<file path="config.mk">
export PLATFORM = sky130hd
export DESIGN_NAME = mem_port_arbiter_flat
export DESIGN_NICKNAME = d
export VERILOG_FILES = /design/src/rtl/mem_port_arbiter_if.sv /design/src/rtl/mem_port_arbiter.sv /design/src/flat_wrapper.sv
export SDC_FILE = /design/constraint.sdc
export NUM_CORES = 1
export LEC_CHECK = 0
export CORE_MARGIN = 2
export CORE_UTILIZATION = 41
export DETAILED_ROUTE_END_ITERATION = 8
export PLACE_DENSITY = 0.83
export SLEW_MARGIN = 20
export SYNTH_ARGS = -nofsm -noshare
export SYNTH_HDL_FRONTEND = slang
export SYNTH_SLANG_ARGS = --single-unit
</file>
<file path="constraint.sdc">
create_clock -name clk -period 2.83 [get_ports clk]
set_input_delay 0.566 -clock clk [delete_from_list [all_inputs] [get_ports clk]]
set_output_delay 0.566 -clock clk [all_outputs]
set_load 0.03 [all_outputs]
</file>
<file path="src/rtl/mem_port_arbiter_if.sv">
// Requester-side req/ack bus shared by the CPU and debug ports of the RAM arbiter.
interface mem_port_arbiter_if #(
    parameter int unsigned ADDR_WIDTH = 14
) ();
    logic                  req;
    logic                  we;
    logic [3:0]            wstrb;
    logic [ADDR_WIDTH-1:0] addr;
    logic [31:0]           wdata;
    logic                  ack;
    logic [31:0]           rdata;

    modport master (
        output req, we, wstrb, addr, wdata,
        input  ack, rdata
    );

    modport slave (
        input  req, we, wstrb, addr, wdata,
        output ack, rdata
    );
endinterface

</file>
<file path="src/rtl/mem_port_arbiter.sv">
// Shares one synchronous RAM port between the CPU and a debug/boot requester.
// Round-robin or fixed CPU priority, with a debug bus-lock for multi-word loads.
module mem_port_arbiter #(
    parameter int unsigned ADDR_WIDTH = 14,
    parameter bit          FIXED_PRIO = 1'b0
) (
    input  logic                  clk,
    input  logic                  reset,
    mem_port_arbiter_if.slave     cpu,
    mem_port_arbiter_if.slave     dbg,
    input  logic                  dbg_lock,
    output logic                  mem_en,
    output logic                  mem_we,
    output logic [3:0]            mem_wstrb,
    output logic [ADDR_WIDTH-1:0] mem_addr,
    output logic [31:0]           mem_wdata,
    input  logic [31:0]           mem_rdata,
    output logic                  owner,
    output logic                  busy
);

    typedef enum logic [1:0] {
        IDLE    = 2'd0,
        ACCESS  = 2'd1,
        CAPTURE = 2'd2,
        ACK     = 2'd3
    } state_t;

    state_t state, state_nx;
    logic   grant_c;
    logic   grant_dbg_c;
    logic   lat_we;

    // Winner selection; lock only binds once debug already owns the bus
    always_comb begin
        state_nx    = state;
        grant_c     = 1'b0;
        grant_dbg_c = 1'b0;
        case (state)
            IDLE: begin
                if (dbg_lock && owner) begin
                    grant_c     = dbg.req;
                    grant_dbg_c = 1'b1;
                end else if (cpu.req && dbg.req) begin
                    grant_c     = 1'b1;
                    grant_dbg_c = FIXED_PRIO ? 1'b0 : !owner;
                end else begin
                    grant_c     = cpu.req || dbg.req;
                    grant_dbg_c = dbg.req;
                end
                if (grant_c) begin
                    state_nx = ACCESS;
                end
            end
            ACCESS:  state_nx = CAPTURE;
            CAPTURE: state_nx = ACK;
            ACK:     state_nx = IDLE;
            default: state_nx = IDLE;
        endcase
    end

    always_ff @(posedge clk) begin
        if (reset) begin
            state <= IDLE;
        end else begin
            state <= state_nx;
        end
    end

    // Registered datapath: request latch, RAM strobes, read capture and acks
    always_ff @(posedge clk) begin
        if (reset) begin
            owner     <= 1'b1;
            busy      <= 1'b0;
            lat_we    <= 1'b0;
            mem_en    <= 1'b0;
            mem_we    <= 1'b0;
            mem_wstrb <= 4'd0;
            mem_addr  <= ADDR_WIDTH'(0);
            mem_wdata <= 32'd0;
            cpu.ack   <= 1'b0;
            dbg.ack   <= 1'b0;
            cpu.rdata <= 32'd0;
            dbg.rdata <= 32'd0;
        end else begin
            cpu.ack <= 1'b0;
            dbg.ack <= 1'b0;
            case (state)
                IDLE: begin
                    if (grant_c) begin
                        owner  <= grant_dbg_c;
                        busy   <= 1'b1;
                        mem_en <= 1'b1;
                        if (grant_dbg_c) begin
                            lat_we    <= dbg.we;
                            mem_we    <= dbg.we;
                            mem_wstrb <= dbg.we ? dbg.wstrb : 4'd0;
                            mem_addr  <= dbg.addr;
                            mem_wdata <= dbg.wdata;
                        end else begin
                            lat_we    <= cpu.we;
                            mem_we    <= cpu.we;
                            mem_wstrb <= cpu.we ? cpu.wstrb : 4'd0;
                            mem_addr  <= cpu.addr;
                            mem_wdata <= cpu.wdata;
                        end
                    end
                end
                ACCESS: begin
                    mem_en    <= 1'b0;
                    mem_we    <= 1'b0;
                    mem_wstrb <= 4'd0;
                end
                CAPTURE: begin
                    if (!lat_we) begin
                        if (owner) begin
                            dbg.rdata <= mem_rdata;
                        end else begin
                            cpu.rdata <= mem_rdata;
                        end
                    end
                    if (owner) begin
                        dbg.ack <= 1'b1;
                    end else begin
                        cpu.ack <= 1'b1;
                    end
                end
                ACK: begin
                    busy <= 1'b0;
                end
                default: begin
                    busy <= 1'b0;
                end
            endcase
        end
    end

endmodule

</file>
<file path="src/flat_wrapper.sv">
// flat-port wrapper written by rule: the top's interface ports become plain ports
module mem_port_arbiter_flat 
#(
    parameter int unsigned ADDR_WIDTH = 14,
    parameter bit          FIXED_PRIO = 1'b0
)
  (clk, reset, dbg_lock, mem_en, mem_we, mem_wstrb, mem_addr, mem_wdata, mem_rdata, owner, busy, cpu_req, cpu_we, cpu_wstrb, cpu_addr, cpu_wdata, cpu_ack, cpu_rdata, dbg_req, dbg_we, dbg_wstrb, dbg_addr, dbg_wdata, dbg_ack, dbg_rdata);
  mem_port_arbiter_if #(.ADDR_WIDTH(ADDR_WIDTH)) cpu_i ();
  mem_port_arbiter_if #(.ADDR_WIDTH(ADDR_WIDTH)) dbg_i ();
  input  logic clk;
  input  logic reset;
  input  logic dbg_lock;
  output logic mem_en;
  output logic mem_we;
  output logic [3:0] mem_wstrb;
  output logic [ADDR_WIDTH-1:0] mem_addr;
  output logic [31:0] mem_wdata;
  input  logic [31:0] mem_rdata;
  output logic owner;
  output logic busy;
  input wire logic [$bits(cpu_i.req)-1:0] cpu_req;
  input wire logic [$bits(cpu_i.we)-1:0] cpu_we;
  input wire logic [$bits(cpu_i.wstrb)-1:0] cpu_wstrb;
  input wire logic [$bits(cpu_i.addr)-1:0] cpu_addr;
  input wire logic [$bits(cpu_i.wdata)-1:0] cpu_wdata;
  output wire logic [$bits(cpu_i.ack)-1:0] cpu_ack;
  output wire logic [$bits(cpu_i.rdata)-1:0] cpu_rdata;
  input wire logic [$bits(dbg_i.req)-1:0] dbg_req;
  input wire logic [$bits(dbg_i.we)-1:0] dbg_we;
  input wire logic [$bits(dbg_i.wstrb)-1:0] dbg_wstrb;
  input wire logic [$bits(dbg_i.addr)-1:0] dbg_addr;
  input wire logic [$bits(dbg_i.wdata)-1:0] dbg_wdata;
  output wire logic [$bits(dbg_i.ack)-1:0] dbg_ack;
  output wire logic [$bits(dbg_i.rdata)-1:0] dbg_rdata;
  assign cpu_i.req = cpu_req;
  assign cpu_i.we = cpu_we;
  assign cpu_i.wstrb = cpu_wstrb;
  assign cpu_i.addr = cpu_addr;
  assign cpu_i.wdata = cpu_wdata;
  assign cpu_ack = cpu_i.ack;
  assign cpu_rdata = cpu_i.rdata;
  assign dbg_i.req = dbg_req;
  assign dbg_i.we = dbg_we;
  assign dbg_i.wstrb = dbg_wstrb;
  assign dbg_i.addr = dbg_addr;
  assign dbg_i.wdata = dbg_wdata;
  assign dbg_ack = dbg_i.ack;
  assign dbg_rdata = dbg_i.rdata;
  mem_port_arbiter #(.ADDR_WIDTH(ADDR_WIDTH), .FIXED_PRIO(FIXED_PRIO)) u_core (.clk(clk), .reset(reset), .cpu(cpu_i), .dbg(dbg_i), .dbg_lock(dbg_lock), .mem_en(mem_en), .mem_we(mem_we), .mem_wstrb(mem_wstrb), .mem_addr(mem_addr), .mem_wdata(mem_wdata), .mem_rdata(mem_rdata), .owner(owner), .busy(busy));
endmodule
</file>
==> flow_metrics.py <==
metrics = {
    "outcome": {
        "status": "finished clean",
    },
    "clocking": {
        "cts_repair_resize_count": 0,
        "cts_buffers": 17,
        "cts_root_buffer": "clkbuf_16",
        "cts.clk_slew.worst_paths_ns": 0.05,
        "htree_levels": 4,
        "hold_buffers": 0,
        "post_cts_buffers": 0,
        "cts_sinks": 123,
        "cts_buffer_depth": 2,
        "cts_tree": "done",
        "clock_latency_ns": 0.40,
    },
    "detailed_routing": {
        "routed.top_layer": "met4",
        "routed_wl_um": 15550,
        "met3_length_um": 1183,
        "drt-vias-per-instance": 5.241,
        "wl_per_cell_um": 17.15,
        "firstDrtPassIters": 6,
        "ant_nets": 0,
        "first_iter_violations": 344,
        "num_vias": 4754,
        "drc": 0,
        "met2_wirelength_um": 7579,
        "wl_met1_um": 6139,
    },
    "grt": {
        "track_usage_pct": 25.34,
        "antenna_found_initial": 1,
        "grt_pass1_wl_um": 23410,
        "grt_overflow_total": 0,
        "grt_max_degree": 69,
        "grt_pass1_vias": 4719,
    },
    "layout": {
        "fillCellCount": 880,
        "drive_gt1_share_pct": 6.527,
        "final_nets": 897,
        "syn2layout_area_growth_pct": 70.20,
        "fin_util_pct": 71.88,
    },
    "setup_path": {
        "reg2reg_from": "u_core.state[0]",
        "arrival_ns": 1.86,
        "worstSetupPathType": "reg2out",
        "slowest_stage": "clkdlybuf4s50_1",
        "crit_path_start": "u_core.owner",
        "critPathBufInv": 1,
        "cp_max_fo": 12,
        "startpoint_type": "flip-flop",
        "cp-end-kind": "output pin",
        "crit_required_ns": 2.26,
        "crit_chain": "clkdlybuf4s50_1",
        "crit_family": "buffers and inverters",
        "critPathMaxStageDelay_ns": 0.80,
    },
    "die": {
        "top_level_ports": 259,
        "fp.dieW_um": 110.1,
        "coreArea_um2": 10940,
        "die_h_um": 110.1,
        "initial_utilization_pct": 42.23,
        "std_cell_rows": 38,
        "dieArea_um2": 12130,
    },
    "synth": {
        "yosysSeqAreaShare_pct": 53.32,
        "synth-seq-cells": 123,
        "synth_cell_types": 37,
        "syn_area_um2": 4618,
        "avgSynthCellArea_um2": 9.055,
        "synthCells": 510,
        "synthFlopType": "dfxtp_1",
        "synth-warning-count": 0,
        "async_reset_ff_share_pct": 0,
        "synthesis.nets": 654,
        "synth_edf_count": 0,
    },
    "sta": {
        "whs_ns": 0.4529,
        "fmax_mhz": 412.1,
        "finalHoldViolCount": 0,
        "tightestPinTransition_ns": 0.6945,
        "rsz0062_at_grt": "no",
        "slew_headroom_pct": 53.70,
        "period_share_pct": 85.75,
        "drv_slew": 0,
        "min_period_ns": 2.427,
        "fin_tns_setup_ns": 0,
        "fin_skew_ns": 0.007296,
        "fin_ws_ns": 0.4033,
        "finalSetupViolations": 0,
    },
    "power": {
        "p_leak_nw": 2.771,
        "ir_worst_vdd_v": 0.0005196,
        "powerDensity_nw_per_um2": 904.9,
    },
    "hold_path": {
        "hold_start": "u_core.cpu.rdata[31]",
        "hold_path_class": "reg2reg",
    },
    "place": {
        "gp_congestion": 0.8484,
        "numPortBuffers": 258,
        "dp_hpwl_um": 11230,
        "pre_cts_ws_ns": 0.4777,
    },
    "job": {
        "drv_cap": 0,
    },
}
## synthesized netlist by cell type, types with 2 or more instances
cell type | n | area (um2)
o211ai_1 | 2 | 15.01
and3_1 | 2 | 12.51
nand2_1 | 137 | 514.2
a22o_1 | 4 | 35.03
o21a_1 | 2 | 15.01
o21ai_0 | 3 | 15.01
o22ai_1 | 46 | 287.8
mux2i_1 | 6 | 60.06
nor2_1 | 4 | 15.01
o2bb2ai_1 | 46 | 402.9
ha_1 | 5 | 62.56
inv_1 | 4 | 15.01
a21oi_1 | 65 | 325.3
dfxtp_1 | 123 | 2462
buf_6 | 3 | 33.78
buf_2 | 26 | 130.1
clkbuf_1 | 12 | 45.04
## area by class of cell
| cell class | count | area (um2) | share of cell area [%] |
|---|---|---|---|
| multi-input cells | 340 | 1927 | 24.51 |
| clock buffers | 22 | 494.2 | 6.288 |
| well taps | 140 | 175.2 | 2.229 |
| flip-flops and latches | 123 | 2462 | 31.33 |
| inverters | 4 | 15.01 | 0.1910 |
| repair buffers | 267 | 2670 | 33.97 |
| clock inverters | 10 | 113.9 | 1.449 |
| diodes | 1 | 2.502 | 0.03184 |
## through the flow
stage,cell area (um2),power [mW],instances
2_1_floorplan,4618,3.886,510
3_3_place_gp,7249,4.909,874
3_5_place_dp,7249,4.974,874
4_1_cts,7858,7.155,906
5_1_grt,7860,7.428,907
6_report,7860,7.112,907
## kinds of logic after synthesis
kind of cell,count (synthesis),share of synthesized area [%]
buf+inv,47,5.093
fa+ha+maj,5,1.355
compound gates,175,25.28
mux,6,1.301
simple gates,154,13.65
flops,123,53.32
## state kept, by name (all words and copies together), names as in the netlist
signal and count:
u_core.mem_we 1, u_core.dbg.rdata 32, u_core.mem_wdata 32, u_core.owner 1, u_core.state 2, u_core.busy 1, u_core.dbg.ack 1, u_core.mem_en 1
u_core.mem_addr 14, u_core.mem_wstrb 4, u_core.cpu.rdata 32, u_core.cpu.ack 1, u_core.lat_we 1
## routing by layer
| layer | vias up | global-route usage (%) |
|---|---|---|
| li1 | 2316 | - |
| met4 | 0 | 13.93 |
| met3 | 40 | 6.937 |
| met1 | 2186 | 29.56 |
| met2 | 212 | 42.11 |
| met5 | - | 0 |
## power breakdown
| part | total, mW | leakage, nW | switching, mW | internal, mW |
|---|---|---|---|---|
| Combinational | 2.66 | 1.48 | 1.55 | 1.11 |
| Clock | 2.15 | 0.290 | 0.743 | 1.41 |
| Sequential | 2.30 | 1.00 | 0.216 | 2.08 |
| Total | 7.11 | 2.77 | 2.51 | 4.60 |
## final timing paths
path | end | slack [ns] | cells after the start
max | owner | 0.40 | 1
min | u_core.cpu.rdata[31] | 0.45 | 2
max reg2reg | u_core.mem_addr[3] | 0.87 | 7
min reg2reg | u_core.cpu.rdata[31] | 0.45 | 2
## cells in the final DEF (no fill, tap or decap), types with 2 or more instances in the layout
cell and instances:
o211ai_1 2, o2bb2ai_1 46, o21ai_0 3, ha_1 5, dfxtp_1 123, clkdlybuf4s50_1 257
bufinv_16 2, a22o_1 4, clkbuf_8 5, buf_12 2, clkinv_2 3, mux2i_1 6
clkbuf_16 17, o22ai_1 46, inv_1 4, nand2_1 137, nor2_1 4, a21oi_1 65
and3_1 2, o21a_1 2, clkinvlp_4 4, buf_4 7
(Power assumes the default switching activity.)
